### config.mk
export PLATFORM = sky130hd
export DESIGN_NAME = i2c_sync_fifo
export DESIGN_NICKNAME = d
export VERILOG_FILES = /design/src/rtl/i2c_sync_fifo.sv
export SDC_FILE = /design/constraint.sdc
export NUM_CORES = 1
export LEC_CHECK = 0
export ABC_AREA = 1
export CAP_MARGIN = 15
export CORE_ASPECT_RATIO = 1.1
export CORE_UTILIZATION = 54
export CTS_CLUSTER_SIZE = 30
export DETAILED_ROUTE_END_ITERATION = 8
export GPL_ROUTABILITY_DRIVEN = 1
export GPL_TIMING_DRIVEN = 0
export PLACE_DENSITY = 0.8
export SLEW_MARGIN = 20
export SYNTH_ARGS = -nofsm -noshare
export SYNTH_HDL_FRONTEND = slang
export SYNTH_SLANG_ARGS = --single-unit
export TNS_END_PERCENT = 50
### constraint.sdc
create_clock -name clock_i -period 2.15 [get_ports clock_i]
set_clock_uncertainty 0.1 [all_clocks]
set_input_delay 0.215 -clock clock_i [delete_from_list [all_inputs] [get_ports clock_i]]
set_output_delay 0.215 -clock clock_i [all_outputs]
set_load 0.005 [all_outputs]
### src/rtl/i2c_sync_fifo.sv
// ----------------------------------------------------------------------------
// i2c_sync_fifo
// Single-clock FIFO used on the I2C master TX/RX data paths, between the
// APB/register side and the I2C byte engine.
//
// Optional feature macro: FIFO_STICKY_ERR_EN
//   undefined : overflow_o / underflow_o are one-cycle pulses, no clear_err_i
//   defined   : overflow_o / underflow_o hold until clear_err_i is sampled
//
// Ports:
//   clock_i        system clock, rising edge
//   reset_i        asynchronous active-high reset
//   flush_i        synchronous clear of pointers and count
//   write_en_i     write request, data_i is the word to store
//   read_en_i      read request
//   data_o         registered read data (holds when no read is accepted)
//   data_valid_o   data_o was loaded by an accepted read this cycle
//   count_o        stored words, 0..depth
//   full_o         count_o == depth
//   empty_o        count_o == 0
//   almost_full_o  count_o >= almost_full_level
//   almost_empty_o count_o <= almost_empty_level
//   overflow_o     write rejected because the FIFO was full
//   underflow_o    read rejected because the FIFO was empty
//   clear_err_i    (FIFO_STICKY_ERR_EN only) clears the sticky error flags
// ----------------------------------------------------------------------------
module i2c_sync_fifo #(
    parameter int data_size          = 8,
    parameter int addr_size          = 4,
    parameter int almost_full_level  = 14,
    parameter int almost_empty_level = 2
) (
    input  logic                 clock_i,
    input  logic                 reset_i,
    input  logic                 flush_i,
    input  logic                 write_en_i,
    input  logic [data_size-1:0] data_i,
    input  logic                 read_en_i,
    output logic [data_size-1:0] data_o,
    output logic                 data_valid_o,
    output logic [addr_size:0]   count_o,
    output logic                 full_o,
    output logic                 empty_o,
    output logic                 almost_full_o,
    output logic                 almost_empty_o,
    output logic                 overflow_o,
    output logic                 underflow_o
`ifdef FIFO_STICKY_ERR_EN
    ,
    input  logic                 clear_err_i
`endif
);

    localparam int unsigned DEPTH_I = 1 << addr_size;
    localparam int unsigned AF_I    = almost_full_level;
    localparam int unsigned AE_I    = almost_empty_level;

    localparam logic [addr_size:0] DEPTH  = DEPTH_I[addr_size:0];
    localparam logic [addr_size:0] AF_LVL = AF_I[addr_size:0];
    localparam logic [addr_size:0] AE_LVL = AE_I[addr_size:0];
    localparam logic [addr_size:0] ONE    = {{addr_size{1'b0}}, 1'b1};

    logic [data_size-1:0] r_mem [0:DEPTH_I-1];

    logic [addr_size:0]   r_wr_ptr;
    logic [addr_size:0]   r_rd_ptr;
    logic [addr_size:0]   r_count;
    logic [data_size-1:0] r_data;
    logic                 r_valid;
    logic                 r_full;
    logic                 r_empty;
    logic                 r_afull;
    logic                 r_aempty;
    logic                 r_ovf;
    logic                 r_unf;

    logic                 w_rd_acc;
    logic                 w_wr_acc;
    logic                 w_ovf_evt;
    logic                 w_unf_evt;
    logic [addr_size:0]   w_count_nxt;

    // A read frees a slot in the same cycle, so a full FIFO still accepts a
    // write paired with an accepted read. No bypass when empty.
    assign w_rd_acc  = read_en_i & ~r_empty & ~flush_i;
    assign w_wr_acc  = write_en_i & (~r_full | w_rd_acc) & ~flush_i;
    assign w_ovf_evt = write_en_i & r_full & ~w_rd_acc & ~flush_i;
    assign w_unf_evt = read_en_i & r_empty & ~flush_i;

    always_comb begin
        w_count_nxt = r_count;
        if (flush_i) begin
            w_count_nxt = '0;
        end else begin
            case ({w_wr_acc, w_rd_acc})
                2'b10:   w_count_nxt = r_count + ONE;
                2'b01:   w_count_nxt = r_count - ONE;
                default: w_count_nxt = r_count;
            endcase
        end
    end

    // Storage is not reset; contents are discarded logically via the pointers.
    always_ff @(posedge clock_i) begin
        if (w_wr_acc) begin
            r_mem[r_wr_ptr[addr_size-1:0]] <= data_i;
        end
    end

    always_ff @(posedge clock_i or posedge reset_i) begin
        if (reset_i) begin
            r_wr_ptr <= '0;
            r_rd_ptr <= '0;
            r_count  <= '0;
            r_data   <= '0;
            r_valid  <= 1'b0;
            r_full   <= 1'b0;
            r_empty  <= 1'b1;
            r_afull  <= 1'b0;
            r_aempty <= 1'b1;
        end else begin
            if (flush_i) begin
                r_wr_ptr <= '0;
                r_rd_ptr <= '0;
            end else begin
                if (w_wr_acc) r_wr_ptr <= r_wr_ptr + ONE;
                if (w_rd_acc) r_rd_ptr <= r_rd_ptr + ONE;
            end
            if (w_rd_acc) r_data <= r_mem[r_rd_ptr[addr_size-1:0]];
            r_valid  <= w_rd_acc;
            r_count  <= w_count_nxt;
            // Flags follow the next count so they move together with count_o.
            r_full   <= (w_count_nxt == DEPTH);
            r_empty  <= (w_count_nxt == '0);
            r_afull  <= (w_count_nxt >= AF_LVL);
            r_aempty <= (w_count_nxt <= AE_LVL);
        end
    end

    always_ff @(posedge clock_i or posedge reset_i) begin
        if (reset_i) begin
            r_ovf <= 1'b0;
            r_unf <= 1'b0;
        end else begin
`ifdef FIFO_STICKY_ERR_EN
            // A new error in the clearing cycle keeps the flag set.
            r_ovf <= w_ovf_evt | (r_ovf & ~clear_err_i);
            r_unf <= w_unf_evt | (r_unf & ~clear_err_i);
`else
            r_ovf <= w_ovf_evt;
            r_unf <= w_unf_evt;
`endif
        end
    end

    assign data_o         = r_data;
    assign data_valid_o   = r_valid;
    assign count_o        = r_count;
    assign full_o         = r_full;
    assign empty_o        = r_empty;
    assign almost_full_o  = r_afull;
    assign almost_empty_o = r_aempty;
    assign overflow_o     = r_ovf;
    assign underflow_o    = r_unf;

endmodule

==> summary.md, run 1 <==
| Metric | Value |
|---|---|
| Total DRC errors in the routed layout | `0` |
| GRT busiest layer | `met2` |
| Max Slew Vio Count | `0` |
| Type of the worst setup path | `reg2reg` |
| Clock latency reported for the late side of the worst-skew pair | `0.43 ns` |
| Max-cap violations | `0` |
| Net count after synthesis | `622` |
| Final wirelength | `16900 um` |
| Average routed wire per standard cell | `20.2 um` |
| Num CTS Buffers | `17` |
| Cell area after synthesis | `0.00663 mm^2` |
| Failing checks | `setup timing` |
| Yosys synthesis warning count | `0` |
| Antenna-violating nets left | `0` |
| Number of vias in the routed layout | `4884` |
| Ant diodes | `0` |
| Quantity of I/O buffers inserted on ports | `32` |
| Share of cells above drive strength 1 | `19.5%` |
| Endpoint arrival time on the critical path | `2.59 ns` |
| Die area | `0.0127 mm^2` |
| Global Route met1 Usage | `35.4%` |
| Yosys reg bits | `156` |
| Shortest clock period the worst path allows after layout | `2.33 ns` |
| Number of clock sinks seen by CTS | `156` |
| H-tree levels | `4` |
| Placer's final routability congestion estimate | `0.893` |
| Area growth syn-to-layout | `23.0%` |
| Area of the core | `0.0120 mm^2` |
| Wire length of the first global-routing pass | `24900 um` |
| Met2 Usage GRT | `44.5%` |
| Outcome | `complete, but fails checks` |
| Power after layout | `8.58 mW` |
| Core occupancy in the finished layout | `68.0%` |
| Final Instance Count excl. Fillers | `836` |
| Maximum number of pins on one net before global-route repair | `29` |
| Met3 routing resource usage after global routing | `5.79%` |
| Total gr overflow | `0` |
| First-pass detailed-route iteration total | `6` |
| Maximum resistive drop on vdd | `0.00107 V` |
| Type of element capturing the critical path | `register` |
| Lkg Pwr | `3.14 nW` |
| TritonCTS clock tree | `built` |
| Gate count after technology mapping | `601` |
| Actual transition at the worst max-transition pin | `0.814 ns` |
| RSZ-0062 raised after global routing | `true` |
| Type of origin of the critical path | `register` |
| Maximum fanout along the worst path | `4` |
| Clock Pin Slew Worst Setup and Hold Paths | `0.07 ns` |
| Library cells used by synthesis | `26` |
| Post-placement cell area | `0.00718 mm^2` |
| Power density over the cells | `1050 mW/mm^2` |
| Height of the die | `118 um` |
| Final-report hold violation count | `0` |
| CP required | `2.41 ns` |
| Crit share post-route | `108%` |
| Clock buffer depth | `2` |
| Via-to-Cell Ratio | `5.84` |
| Number of placed instances with taps included | `787` |
| Total Routing Usage GR | `27.4%` |
| Vias in the first global route | `4661` |
| I/O Pins | `33` |
| Width of the die | `108 um` |
| Initial drt markers | `465` |
| Root buf cell | `sky130_fd_sc_hd__clkbuf_16` |
| Number of standard-cell rows in the floorplan | `42` |
| Highest Clock Rate | `0.430 GHz` |
| Starting utilization of the core area | `55.3%` |
| Share of synthesized area occupied by flip-flops and latches | `68.6%` |
| Final setup vio count | `6` |
| Hold Crit Class | `in2async` |
| Post-synthesis area per instance | `11.0 um^2` |
| Initial antenna violation count | `0` |
| Total Nets Final | `690` |
| HPWL reported at the end of detailed placement | `10600 um` |
| Setup ws final | `-0.177 ns` |
| Fill count | `817` |
| Worst-case headroom to the max-slew limit | `45.6%` |
| Post-route cell area | `0.00815 mm^2` |
cells by family after synthesis:
kind of cell / synth area share, %
DFF: 68.6
buffers and inverters: 4.38
AOI/OAI and AO/OA: 2.19
xor gates and xnor gates: 0.132
adders and majority gates: 1.51
and+or+nand+nor: 23.2
cell type report:
class,count,area (um^2),area share [%]
Clock inverter,11,168,2.06
Buffer,25,184,2.26
Clock buffer,21,440,5.40
Tap cell,154,193,2.36
Timing Repair Buffer,50,475,5.83
Inverter,27,104,1.27
Sequential cell,156,4550,55.8
Multi-Input combinational cell,392,2040,25.0
layout by cell type, fill, tap and decap left out, types with 2 or more instances in the layout:
cell type | Yosys | layout
sky130_fd_sc_hd__nand2_1 | 203 | 194
sky130_fd_sc_hd__edfxtp_1 | 128 | 128
sky130_fd_sc_hd__nand3_1 | 113 | 110
sky130_fd_sc_hd__clkdlybuf4s50_1 | 0 | 30
sky130_fd_sc_hd__dfrtp_1 | 26 | 26
sky130_fd_sc_hd__buf_4 | 4 | 19
sky130_fd_sc_hd__nor2_4 | 1 | 18
sky130_fd_sc_hd__clkbuf_16 | 0 | 17
sky130_fd_sc_hd__inv_1 | 19 | 14
sky130_fd_sc_hd__inv_2 | 8 | 12
sky130_fd_sc_hd__buf_2 | 13 | 12
sky130_fd_sc_hd__buf_6 | 8 | 9
sky130_fd_sc_hd__o21ai_0 | 9 | 9
sky130_fd_sc_hd__nand2_2 | 4 | 9
sky130_fd_sc_hd__o21a_1 | 8 | 8
sky130_fd_sc_hd__nor2_2 | 1 | 7
sky130_fd_sc_hd__nor2_1 | 30 | 7
sky130_fd_sc_hd__a21oi_1 | 7 | 6
sky130_fd_sc_hd__clkbuf_1 | 1 | 5
sky130_fd_sc_hd__ha_1 | 8 | 5
sky130_fd_sc_hd__nand2_4 | 0 | 4
sky130_fd_sc_hd__nand3_2 | 1 | 4
sky130_fd_sc_hd__bufinv_16 | 0 | 4
sky130_fd_sc_hd__ha_4 | 0 | 3
sky130_fd_sc_hd__or2_2 | 2 | 2
sky130_fd_sc_hd__dfstp_2 | 2 | 2
sky130_fd_sc_hd__clkinv_4 | 0 | 2
sky130_fd_sc_hd__clkinv_2 | 0 | 2
critical path, cell delays in order (launching register included):
cell and delay, ns:
sky130_fd_sc_hd__dfstp_2 0.57, sky130_fd_sc_hd__nor2_4 0.05, sky130_fd_sc_hd__nand2_4 0.07, sky130_fd_sc_hd__nand2_4 0.06, sky130_fd_sc_hd__nand2_4 0.07, sky130_fd_sc_hd__nor2_4 0.05
sky130_fd_sc_hd__inv_2 0.11, sky130_fd_sc_hd__ha_4 0.17, sky130_fd_sc_hd__nand2_2 0.05, sky130_fd_sc_hd__inv_2 0.08, sky130_fd_sc_hd__nor2_4 0.04, sky130_fd_sc_hd__ha_4 0.24
sky130_fd_sc_hd__nor2_4 0.07, sky130_fd_sc_hd__nor2_2 0.04, sky130_fd_sc_hd__nand2_2 0.11, sky130_fd_sc_hd__nand2_2 0.06, sky130_fd_sc_hd__a21oi_2 0.10, sky130_fd_sc_hd__nand2_1 0.09
sky130_fd_sc_hd__nor2_1 0.13
power by group:
part / internal, mW / switching (mW) / total [mW]
clock: 1.94 / 1.15 / 3.09
sequential: 3.45 / 0.118 / 3.57
combinational: 0.804 / 1.11 / 1.92
total: 6.19 / 2.39 / 8.58
through the flow:
step / TNS (ns) / hold WS, ns / setup WS [ns]
2_1_floorplan: -0.0521 / 0.179 / -0.0219
3_3_place_gp: -95.39 / 0.380 / -0.914
3_5_place_dp: -102.32 / 0.383 / -0.955
4_1_cts: -0.882 / 0.219 / -0.223
5_1_grt: -1.76 / 0.129 / -0.307
6_report: -0.689 / 0.0706 / -0.177
Yosys cell counts, drive strengths merged:
| library cell | instances | area [um^2] |
|---|---|---|
| nand2 | 207 | 787 |
| edfxtp | 128 | 3840 |
| nand3 | 114 | 576 |
| nor2 | 32 | 130 |
| inv | 27 | 101 |
| dfrtp | 26 | 651 |
| buf | 25 | 185 |
| o21ai | 10 | 50.0 |
| ha | 8 | 100 |
| o21a | 8 | 60.1 |
| a21oi | 7 | 35.0 |
| dfstp | 2 | 52.6 |
| or2 | 2 | 12.5 |
| clkbuf | 1 | 3.75 |
| nand4 | 1 | 6.26 |
| nor3 | 1 | 5.00 |
| nor4 | 1 | 21.3 |
| xor2 | 1 | 8.76 |
worst paths after layout:
| path | startpoint | end | slack [ns] | cells after the start |
|---|---|---|---|---|
| worst max-delay path | empty_o | empty_o | -0.18 | 18 |
| worst min-delay path | reset_i | underflow_o | 0.07 | 2 |
| worst max register to register | empty_o | empty_o | -0.18 | 18 |
| worst min register to register | data_o[7] | data_o[7] | 0.39 | 1 |
| max in group asynchronous | reset_i | r_rd_ptr[3] | 1.48 | 2 |
| min in group clock_i | flush_i | underflow_o | 0.24 | 2 |
flip-flops by register name, indices dropped and copies added (netlist names):
register        cells
r_mem             128
underflow_o         1
data_valid_o        1
full_o              1
almost_empty_o      1
r_rd_ptr            4
data_o              8
count_o             5
r_wr_ptr            4
empty_o             1
almost_full_o       1
overflow_o          1
per-layer routing:
| metal | routed length [um] | vias to the layer above |
|---|---|---|
| li1 | - | 2194 |
| met1 | 6100 | 2318 |
| met2 | 8550 | 314 |
| met5 | 0 | - |
| met3 | 1600 | 58 |
| met4 | 651 | 0 |
what timing repair did:
item / in CTS / in global routing
gates resized for setup: 22 / 39
pin swaps: 10 / 19
endpoints found under the hold margin: 0 / 1
endpoints found under the setup margin: 137 / 113
buffers inserted: 11 / 6
hold buffers: 0 / 1
(Power assumes the default switching activity.)
==> inputs of run 2 (changes only) <==
--- a/config.mk
+++ b/config.mk
@@ -13,6 +13,7 @@
 export DETAILED_ROUTE_END_ITERATION = 8
 export GPL_ROUTABILITY_DRIVEN = 1
 export GPL_TIMING_DRIVEN = 0
+export HOLD_SLACK_MARGIN = 0.1
 export PLACE_DENSITY = 0.8
 export SLEW_MARGIN = 20
 export SYNTH_ARGS = -nofsm -noshare
==> results of run 2 <==
Final layout, timing and power as in run 1 (identical DEF).
==> inputs of run 3 (changes only) <==
==> constraint.sdc (replaced) <==
create_clock -name clock_i -period 2.15 [get_ports clock_i]
set_clock_uncertainty 0.1 [all_clocks]
set_input_delay 0.215 -clock clock_i [delete_from_list [all_inputs] [get_ports clock_i]]
set_output_delay 0.215 -clock clock_i [all_outputs]
set_load 0.1 [all_outputs]
==> summary.md, run 3 (synthesized netlist as in run 1, its figures left out) <==
| Metric | Value |
|---|---|
| Num CTS Buffers | `17 (unchanged)` |
| Share of cells above drive strength 1 | `19.9% (+0.35 points)` |
| Initial antenna violation count | `0 (unchanged)` |
| Maximum fanout along the worst path | `4 (unchanged)` |
| Endpoint arrival time on the critical path | `2.72 ns (+0.13 ns)` |
| Actual transition at the worst max-transition pin | `1.01 ns (+0.200 ns)` |
| Worst slack at placement | `-0.806 ns (+0.149 ns)` |
| Power after layout | `9.47 mW (+10%)` |
| Crit share post-route | `114% (+6.1 points)` |
| Sequential share of power | `37.7% (-3.9 points)` |
| Outcome | `complete, but fails checks` |
| Post-route cell area | `0.00819 mm^2 (+0.43%)` |
| Total Routing Usage GR | `28.0% (+0.56 points)` |
| Quantity of I/O buffers inserted on ports | `32 (unchanged)` |
| Maximum resistive drop on vdd | `0.000813 V (-24%)` |
| Area growth syn-to-layout | `23.5%` |
| Via-to-Cell Ratio | `5.99 (+2.5%)` |
| Core occupancy in the finished layout | `68.3% (+0.29 points)` |
| Width of the die | `108 um (unchanged)` |
| Lkg Pwr | `3.29 nW (+4.8%)` |
| Height of the die | `118 um (unchanged)` |
| Reg-to-reg slack, setup | `-0.31 ns (-0.13 ns)` |
| First-pass detailed-route iteration total | `6 (unchanged)` |
| Power density over the cells | `1160 mW/mm^2 (+9.9%)` |
| Placer's final routability congestion estimate | `0.883 (-1.2%)` |
| I/O Pins | `33 (unchanged)` |
| Design internal power | `6.04 mW (-2.5%)` |
| TritonCTS clock tree | `built` |
| Maximum number of pins on one net before global-route repair | `29 (unchanged)` |
| Total DRC errors in the routed layout | `0 (unchanged)` |
| Type of origin of the critical path | `register` |
| Hold Crit Class | `in2async` |
| Starting utilization of the core area | `55.3% (unchanged)` |
| Power share of the combinational group | `30.1% (+7.7 points)` |
| Clock Pin Slew Worst Setup and Hold Paths | `0.06 ns (about the same)` |
| Shortest clock period the worst path allows after layout | `2.46 ns (+0.132 ns)` |
| Type of the worst setup path | `reg2reg` |
| Worst-case headroom to the max-slew limit | `32.0% (-14 points)` |
| Final setup vio count | `9 (+3)` |
| Most common library cell in the layout ignoring fill and taps | `sky130_fd_sc_hd__nand2_1` |
| H-tree levels | `4 (unchanged)` |
| Max-cap violations | `0 (unchanged)` |
| Sw Share | `36.2% (+8.4 points)` |
| Average routed wire per standard cell | `21.1 um (+4.4%)` |
| Failing checks | `setup timing` |
| Clock buffer depth | `2 (unchanged)` |
| Clock network power share | `32.3% (-3.8 points)` |
| Number of standard-cell rows in the floorplan | `42 (unchanged)` |
| Ant diodes | `0 (unchanged)` |
| HPWL reported at the end of detailed placement | `10500 um (-0.12%)` |
| Post-placement cell area | `0.00719 mm^2 (about the same)` |
| Area of the core | `0.0120 mm^2 (unchanged)` |
| Vias in the first global route | `4743 (+1.8%)` |
| Number of hold buffers added after CTS | `0 (unchanged)` |
| Net switching power | `3.43 mW (+44%)` |
| CP required | `2.41 ns (about the same)` |
| Final wirelength | `17600 um (+4.1%)` |
| RSZ-0062 raised after global routing | `true` |
| Root buf cell | `sky130_fd_sc_hd__clkbuf_16` |
| Number of vias in the routed layout | `4995 (+2.3%)` |
| Most frequent cells in the layout | `sky130_fd_sc_hd__nand2_1 (191), sky130_fd_sc_hd__edfxtp_1 (128), sky130_fd_sc_hd__nand3_1 (110)` |
| Clock latency reported for the late side of the worst-skew pair | `0.43 ns (about the same)` |
| Antenna-violating nets left | `0 (unchanged)` |
| Initial drt markers | `591 (+27%)` |
| Largest register FFs | `128 (unchanged)` |
| Wire length of the first global-routing pass | `25500 um (+2.5%)` |
| Highest Clock Rate | `0.407 GHz (-5.4%)` |
| Type of element capturing the critical path | `register` |
| Total Nets Final | `688 (-0.29%)` |
| Total gr overflow | `0 (unchanged)` |
| Max Slew Vio Count | `0 (unchanged)` |
| Die area | `0.0127 mm^2 (unchanged)` |
| Number of clock sinks seen by CTS | `156 (unchanged)` |
| Setup ws final | `-0.309 ns (-0.132 ns)` |
| Final-report hold violation count | `0 (unchanged)` |
## run 3: cell types whose count changed in the layout (fill, tap and decap cells not counted), sizes merged, moves of 3 or more
cell	before	now
clkbuf	22	19
clkdlybuf4s50	30	11
clkinv	5	8
dlygate4sd2	1	6
dlymetal6s2s	1	15
## run 3: per-layer routing
metal / part of all wire [%] / routed length [um] / track usage [%]
met3: 9.7 / 1710 / 5.90
met2: 51 / 8920 / 45.7
met5: 0 / 0 / 0
met4: 4.1 / 723 / 13.0
met1: 36 / 6260 / 35.6
## run 3: layout make-up
class	instances	area [um^2]
Inverter	27	106
Timing Repair Buffer	48	512
Fill cell	785	3790
Multi-Input combinational cell	392	2040
Clock buffer	18	429
Sequential cell	156	4550
Buffer	25	184
Clock inverter	14	170
Tap cell	154	193
## run 3: critical path, stage by stage, from the launching register on
cell and delay (ns):
sky130_fd_sc_hd__dfstp_4 0.64, sky130_fd_sc_hd__nor2_4 0.04, sky130_fd_sc_hd__nand2_2 0.07, sky130_fd_sc_hd__nand2_2 0.07, sky130_fd_sc_hd__nand2_4 0.08, sky130_fd_sc_hd__nor2_4 0.04
sky130_fd_sc_hd__inv_2 0.10, sky130_fd_sc_hd__ha_4 0.17, sky130_fd_sc_hd__nand2_2 0.06, sky130_fd_sc_hd__inv_2 0.09, sky130_fd_sc_hd__nor2_4 0.05, sky130_fd_sc_hd__ha_4 0.15
sky130_fd_sc_hd__inv_2 0.07, sky130_fd_sc_hd__nand2_2 0.07, sky130_fd_sc_hd__nand3_2 0.08, sky130_fd_sc_hd__nand2_1 0.05, sky130_fd_sc_hd__nand2_1 0.11, sky130_fd_sc_hd__nand3_2 0.10
sky130_fd_sc_hd__nand2_4 0.10, sky130_fd_sc_hd__nand2_1 0.06, sky130_fd_sc_hd__nor2_1 0.11
## run 3: path summary, 6_finish.rpt
check	startpoint	endpoint	cells after the start
min in group clock_i	flush_i	underflow_o	2
setup reg to reg	empty_o	almost_empty_o	20
hold reg to reg	data_o[6]	data_o[6]	1
setup / recovery	empty_o	almost_empty_o	20
max in group asynchronous	reset_i	full_o	2
hold / removal	reset_i	data_valid_o	2
## run 3: power groups by stage
stage / Sequential (mW) / Combinational [mW] / Clock, mW
after global placement: 3.62 / 2.58 / 0
after CTS: 3.56 / 2.70 / 3.03
after floorplan: 4.53 / 0.994 / 0
after detailed placement: 3.62 / 2.64 / 0
after global routing: 3.59 / 2.98 / 3.17
final: 3.57 / 2.85 / 3.06
## run 3: repair_timing
item | 4_1_cts | 5_1_grt
resized for setup | 30 | 51
pin swaps | 11 | 21
setup endpoints to repair | 157 | 136
endpoints found under the hold margin | 0 | 0
setup buffers | 8 | 8
gates cloned | 0 | 0
## run 3: per-stage QoR
stage          hold WS [ns]  instances  setup TNS [ns]
3_5_place_dp          0.379        787          -79.73
4_1_cts               0.213        826           -8.14
2_1_floorplan         0.179        601           -1.97
6_report              0.109        834           -1.94
5_1_grt               0.157        834           -2.85
3_3_place_gp          0.380        787          -73.01
